--- config.mk ---
export PLATFORM = sky130hd
export DESIGN_NAME = rr_grant_idx
export DESIGN_NICKNAME = d
export VERILOG_FILES = /design/src/rtl/rr_grant_idx.sv
export SDC_FILE = /design/constraint.sdc
export NUM_CORES = 1
export LEC_CHECK = 0
export BUFFER_PORTS_ARGS = -buffer_cell sky130_fd_sc_hd__buf_2
export CORE_UTILIZATION = 55
export CTS_BUF_LIST = sky130_fd_sc_hd__clkbuf_2 sky130_fd_sc_hd__clkbuf_4 sky130_fd_sc_hd__clkbuf_8
export CTS_CLUSTER_DIAMETER = 200
export DETAILED_ROUTE_END_ITERATION = 6
export MAX_ROUTING_LAYER = met4
export PLACE_DENSITY = 0.87
export SLEW_MARGIN = 20
export SYNTH_ARGS = -nofsm -noshare
export SYNTH_HDL_FRONTEND = slang
export SYNTH_SLANG_ARGS = --single-unit
--- constraint.sdc ---
create_clock -name clk -period 6 [get_ports clk]
set_input_delay 0.9 -clock clk [delete_from_list [all_inputs] [get_ports clk]]
set_output_delay 0.9 -clock clk [all_outputs]
set_load 0.02 [all_outputs]
--- src/rtl/rr_grant_idx.sv ---
// Round-robin arbiter that emits the binary index of the granted requester
// over a valid/ready handshake. The index feeds a downstream decoder, so it is
// registered and held stable for the whole offer. The offer is sticky: a
// requester dropping its request mid-offer does not withdraw the grant.
//
// Priority: ptr holds the highest-priority index. After each accepted grant,
// ptr moves to grant_idx+1, so the just-served requester becomes lowest
// priority and a continuously requesting input waits at most REQ_BITS-1 grants.
//
// Legal parameters: 2 <= REQ_BITS <= 2**IDX_BITS.
module rr_grant_idx #(
  parameter int unsigned REQ_BITS = 16,
  parameter int unsigned IDX_BITS = 4
) (
  input  logic                clk,
  input  logic                rst,
  input  logic [REQ_BITS-1:0] req_in,
  output logic                grant_valid,
  input  logic                grant_ready,
  output logic [IDX_BITS-1:0] grant_idx,
  output logic                busy
);

  // Two encodings are unused on purpose; they fall back to StIdle.
  typedef enum logic [1:0] {
    StIdle  = 2'b00,
    StOffer = 2'b01
  } state_e;

  localparam logic [IDX_BITS-1:0] LastIdx = IDX_BITS'(REQ_BITS - 1);

  state_e              state_q, state_d;
  logic [IDX_BITS-1:0] ptr_q;
  logic [IDX_BITS-1:0] grant_idx_q;

  logic                handshake;
  logic [IDX_BITS-1:0] ptr_inc;
  logic [IDX_BITS-1:0] search_base;
  logic [REQ_BITS-1:0] upper_mask;
  logic [REQ_BITS-1:0] masked_req;
  logic                any_req;
  logic [IDX_BITS-1:0] pick_idx;
  logic                load_grant;

  // Index of the lowest set bit of v; zero when v is empty (caller gates on any_req).
  function automatic logic [IDX_BITS-1:0] lowest_set(input logic [REQ_BITS-1:0] v);
    logic [IDX_BITS-1:0] res;
    res = '0;
    for (int i = int'(REQ_BITS) - 1; i >= 0; i--) begin
      if (v[i]) begin
        res = IDX_BITS'(i);
      end
    end
    return res;
  endfunction

  // Handshake only counts while an offer is actually outstanding.
  assign handshake = (state_q == StOffer) && grant_ready;

  // Explicit wrap so a non-power-of-two requester count never yields an
  // out-of-range index.
  assign ptr_inc = (grant_idx_q == LastIdx) ? '0 : grant_idx_q + IDX_BITS'(1);

  // While offering, the search for the next grant must use the pointer that
  // the current handshake is about to install; in idle the stored ptr is live.
  assign search_base = (state_q == StOffer) ? ptr_inc : ptr_q;

  // Rotating priority search: first set bit at or above search_base, else
  // wrap around and take the first set bit from index 0.
  always_comb begin
    upper_mask = '0;
    for (int unsigned i = 0; i < REQ_BITS; i++) begin
      upper_mask[i] = (i >= 32'(search_base));
    end
    masked_req = req_in & upper_mask;
    any_req    = |req_in;
    if (|masked_req) begin
      pick_idx = lowest_set(masked_req);
    end else begin
      pick_idx = lowest_set(req_in);
    end
  end

  // A new index is latched on entry to an offer and on each back-to-back grant.
  assign load_grant = any_req && ((state_q == StIdle) || handshake);

  // State register.
  always_ff @(posedge clk or posedge rst) begin
    if (rst) begin
      state_q <= StIdle;
    end else begin
      state_q <= state_d;
    end
  end

  // Next-state logic.
  always_comb begin
    state_d = StIdle;
    case (state_q)
      StIdle: begin
        state_d = any_req ? StOffer : StIdle;
      end
      StOffer: begin
        if (handshake) begin
          state_d = any_req ? StOffer : StIdle;
        end else begin
          state_d = StOffer;
        end
      end
      default: begin
        state_d = StIdle;
      end
    endcase
  end

  // Priority pointer advances only on an accepted grant.
  always_ff @(posedge clk or posedge rst) begin
    if (rst) begin
      ptr_q <= '0;
    end else if (handshake) begin
      ptr_q <= ptr_inc;
    end
  end

  // Granted index register; held untouched for the whole offer.
  always_ff @(posedge clk or posedge rst) begin
    if (rst) begin
      grant_idx_q <= '0;
    end else if (load_grant) begin
      grant_idx_q <= pick_idx;
    end
  end

  // Outputs are decoded from registered state only.
  always_comb begin
    grant_valid = (state_q == StOffer);
    busy        = (state_q == StOffer);
    grant_idx   = grant_idx_q;
  end

  // Offered index must always address a real requester.
  a_idx_in_range : assert property (@(posedge clk) disable iff (rst)
    grant_valid |-> (32'(grant_idx) < REQ_BITS));

  // A pending offer stays up with the same index until accepted.
  a_offer_stable : assert property (@(posedge clk) disable iff (rst)
    (grant_valid && !grant_ready) |=> (grant_valid && $stable(grant_idx)));

endmodule

==> results.md <==
| Stage | Quantity | Reported |
|:---|:---|:---|
| timing | RSZ-0062 raised after global routing | false |
| clock network | Number of sinks driven by the clock tree | 9 |
| synthesis | Top cells by area, synth | dfrtp_1 (18%), nand2_1 (6.5%), o21ai_0 (4.4%), a211oi_1 (4.2%), inv_1 (3.6%) |
| drt | Routed length per instance | 17.3 um |
| drt | Detailed router's first-iteration violation count | 104 |
| synthesis | Library cells used by synthesis | 55 |
| setup path | Worst stage delay on the critical path | 0.92 ns |
| pwr | Portion of total power attributed to combinational logic | 74.4% |
| floorplanning | Floorplan Core Area | 0.00206 sq mm |
| floorplanning | Chip width | 49.9 um |
| drt | Pre-Repair DR Iteration Count | 7 |
| drt | Via count normalized by instance count | 7.00 |
| synthesis | Count of mapped cells out of synthesis | 164 |
| clock network | Quantity of gates resized following cts | 0 |
| floorplanning | Die extent in y | 49.9 um |
| timing | Min Tclk post-route | 2.91 ns |
| setup path | Series of cell instances along the critical path | mux2_2 -> a2111oi_0 -> a221o_1 -> o31a_1 -> nor4_4 -> a32oi_1 -> o31ai_1 |
| clock network | Count of hold buffers inserted by post-cts repair | 0 |
| flow run | Maxcap violations | 0 |
| pwr | Ratio of total power to cell area | 497 mW/mm^2 |
| synthesis | Synth Flop Type | dfrtp_1 |
| pwr | Switching Power | 0.381 mW |
| min path | Type of the worst min-delay path | reg -> reg |
| finish | Diode insertion count for antenna repair | 0 |
| drt | Residual DRC | 0 |
| global route | GRT Residual Overflow | 0 |
| timing | Worst clock skew | 0.00196 ns |
| timing | Slew at the pin closest to its max-slew limit | 0.882 ns |
| synthesis | EDFF count, synth | 0 |
| timing | Crit path setup slack, layout | 3.09 ns |
| setup path | Arrival @ worst endpoint | 3.03 ns |
| finish | Number of fill cells in the layout | 181 |
| synthesis | Post-Synthesis Net Count | 184 |
| clock network | Clk Tree Root Cell | clkbuf_4 |
| timing | Final Max Slew Viols | 0 |
| timing | # setup viols final | 0 |
| timing | Fin. Hold Viols | 0 |
| timing | Final cycle utilization of the critical path | 48.4% |
| clock network | H-tree depth | 1 |
| finish | Net count reported at finish | 205 |
| synthesis | Share of synthesized area occupied by flip-flops and latches | 17.8% |
| synthesis | Dominant cell type by area after synthesis | dfrtp_1 |
| global route | Vias in the first global route | 1,375 |
| placed design | Hpwl dp | 2.77 mm |
| setup path | Largest fanout on the critical path | 29 |
| pwr | Total power of the final layout | 0.693 mW |
| finish | Layout Area Growth over Synthesis | 10.4% |
| drt | Routed vias | 1,478 |
| finish | Share of cells above drive strength 1 | 23.9% |
| pwr | Portion of total power attributed to the clock network | 7.4% |
| placed design | Worst slack, placed | 3.16 ns |
| pwr | Leakage Power | 0.562 nW |
| synthesis | Flop and latch count out of synthesis | 9 |
| synthesis | Synthesis Warnings | 0 |
| synthesis | Per-instance average area after synthesis | 7.71 sq um |
| setup path | Slowest stage cell, crit path | dfrtp_1 |
| clock network | Number of buffers inserted by post-CTS setup repair | 0 |
| finish | Fin area | 0.00140 sq mm |
| status | Outcome | finished clean |
| clock network | Total CTS buffers | 3 |
| global route | Largest net degree at the start of global routing | 30 |
| clock network | Clock tree from TritonCTS | yes |
| timing | Worst slew margin | 41.2% |
| pwr | VDD IR max | 410 uV |
| global route | Number of antenna violations at the first check in global routing | 0 |
| synthesis | Proportion of netlist area held by the largest area contributor | 17.8% |
| setup path | Kind of end point of the critical path | flip-flop |
| placed design | Total placed instance area | 0.00137 sq mm |
| floorplanning | Initial Utilization | 61.3% |
| timing | Sum of negative setup slack | 0 ns |
| synthesis | Post-Synthesis Cell Area | 0.00126 sq mm |
| synthesis | Ys async rst share | 100% |
| global route | Global-route wire length before repair | 6.09 mm |
| floorplanning | Number of primary I/O pins | 25 |
| clock network | Deepest clock path buffer count | 2 |
| drt | Total Routed Length | 3.65 mm |
| drt | DRT antenna net count | 0 |
| floorplanning | Floorplan row count | 16 |
| setup path | Worst EP required | 6.13 ns |
| clock network | Clock transition at path regs | 0.06 ns |
| clock network | Clock network latency to the later pin of the worst-skew pair | 0.27 ns |
| global route | All-layer global routing usage | 33.0% |
| setup path | Type of origin of the critical path | flip-flop |
| placed design | Global placer's final weighted congestion | 1.00 |
| floorplanning | Die ar. | 0.00249 sq mm |
| pwr | Internal Power | 0.312 mW |
| placed design | Total of buffers placed on input and output ports | 24 |
| pwr | Switching share of power | 54.9% |
| pwr | Portion of total power attributed to sequential cells | 18.2% |
| setup path | Setup Crit Path Kind | reg -> reg |
| timing | Peak clock frequency supported by timing | 0.344 GHz |
[kinds of logic (layout without fill, tap and decap cells)]
group / count (synthesis) / after routing / share of synthesized area [%]
compound gates: 72 / 72 / 45.5
simple gates: 57 / 57 / 23.9
buf+inv: 20 / 40 / 7.72
flops: 9 / 9 / 17.8
mux: 4 / 4 / 3.37
fa+ha+maj: 1 / 1 / 0.990
xor+xnor: 1 / 1 / 0.693
[flip-flops by register name, summed over array words and instances, names as in the netlist]
signal     flops
grant_idx      4
ptr_q          4
state_q        1
[power by group through the flow]
| stage | registers, mW | clock network (mW) | logic, mW |
|---|---|---|---|
| 2_1_floorplan | 0.130 | 0 | 0.396 |
| 3_3_place_gp | 0.124 | 0 | 0.494 |
| 3_5_place_dp | 0.125 | 0 | 0.496 |
| 4_1_cts | 0.125 | 0.0529 | 0.499 |
| 5_1_grt | 0.131 | 0.0571 | 0.558 |
| 6_report | 0.126 | 0.0513 | 0.516 |
[cells in the mapped netlist (all sizes together), types with 3 or more instances]
master	instances
a2111oi	4
a211oi	8
a21o	4
a21oi	8
a311oi	3
buf	6
dfrtp	9
inv	12
nand2	22
nand3	3
nor2	12
nor3	5
nor4	6
o21ai	13
o21bai	4
o22ai	3
o31a	3
[cell type report]
| class | instances | area (sq um) | share of cell area [%] |
|---|---|---|---|
| Timing Repair Buffer | 24 | 120 | 8.61 |
| Clock buffer | 4 | 30.0 | 2.15 |
| Tap cell | 27 | 33.8 | 2.42 |
| Sequential cell | 9 | 225 | 16.1 |
| Inverter | 12 | 45.0 | 3.23 |
| Multi-Input combinational cell | 135 | 941 | 67.4 |
[placed cells by master (no fill, tap or decap), drive strengths merged, types with 4 or more instances in the layout]
| cell type | synthesis | final |
|---|---|---|
| a2111oi | 4 | 4 |
| buf | 6 | 24 |
| nor4 | 6 | 6 |
| dfrtp | 9 | 9 |
| clkbuf | 2 | 4 |
| nor3 | 5 | 5 |
| inv | 12 | 12 |
| a21oi | 8 | 8 |
| o21bai | 4 | 4 |
| nor2 | 12 | 12 |
| a211oi | 8 | 8 |
| nand2 | 22 | 22 |
| o21ai | 13 | 13 |
| a21o | 4 | 4 |
[through the flow]
step | instances | util, % | hold slack [ns]
CTS | 211 | 67.7 | 0.526
global placement | 207 | 66.2 | 0.491
floorplan | 164 | - | 0.451
detailed placement | 207 | 66.2 | 0.512
finish | 211 | 67.7 | 0.528
global route | 211 | 67.7 | 0.578
[layer usage]
metal / part of all wire [%] / up-vias / global-route usage (%)
met4: 2.5 / 0 / 12.9
met5: 0 / - / -
met2: 46 / 97 / 48.6
met1: 39 / 686 / 41.6
met3: 12 / 18 / 10.5
li1: - / 677 / -
[worst paths after layout]
kind / start / end / slack [ns] / cells after the start
setup / recovery: state_q[0] / grant_idx[1] / 3.09 / 7
hold / removal: ptr_q[3] / ptr_q[3] / 0.53 / 2
setup reg to reg: state_q[0] / grant_idx[1] / 3.09 / 7
hold reg to reg: ptr_q[3] / ptr_q[3] / 0.53 / 2
max in group asynchronous: rst / state_q[0] / 5.16 / 2
min in group asynchronous: rst / ptr_q[2] / 0.58 / 2
[worst max-delay path: cells and delay by family, from the launching register on]
kind               cells  cell delay [ns]
DFF                    1             0.92
AOI/OAI and AO/OA      5             1.34
muxes                  1             0.44
and+or+nand+nor        1             0.06
Power figures use the tool's default switching activity.
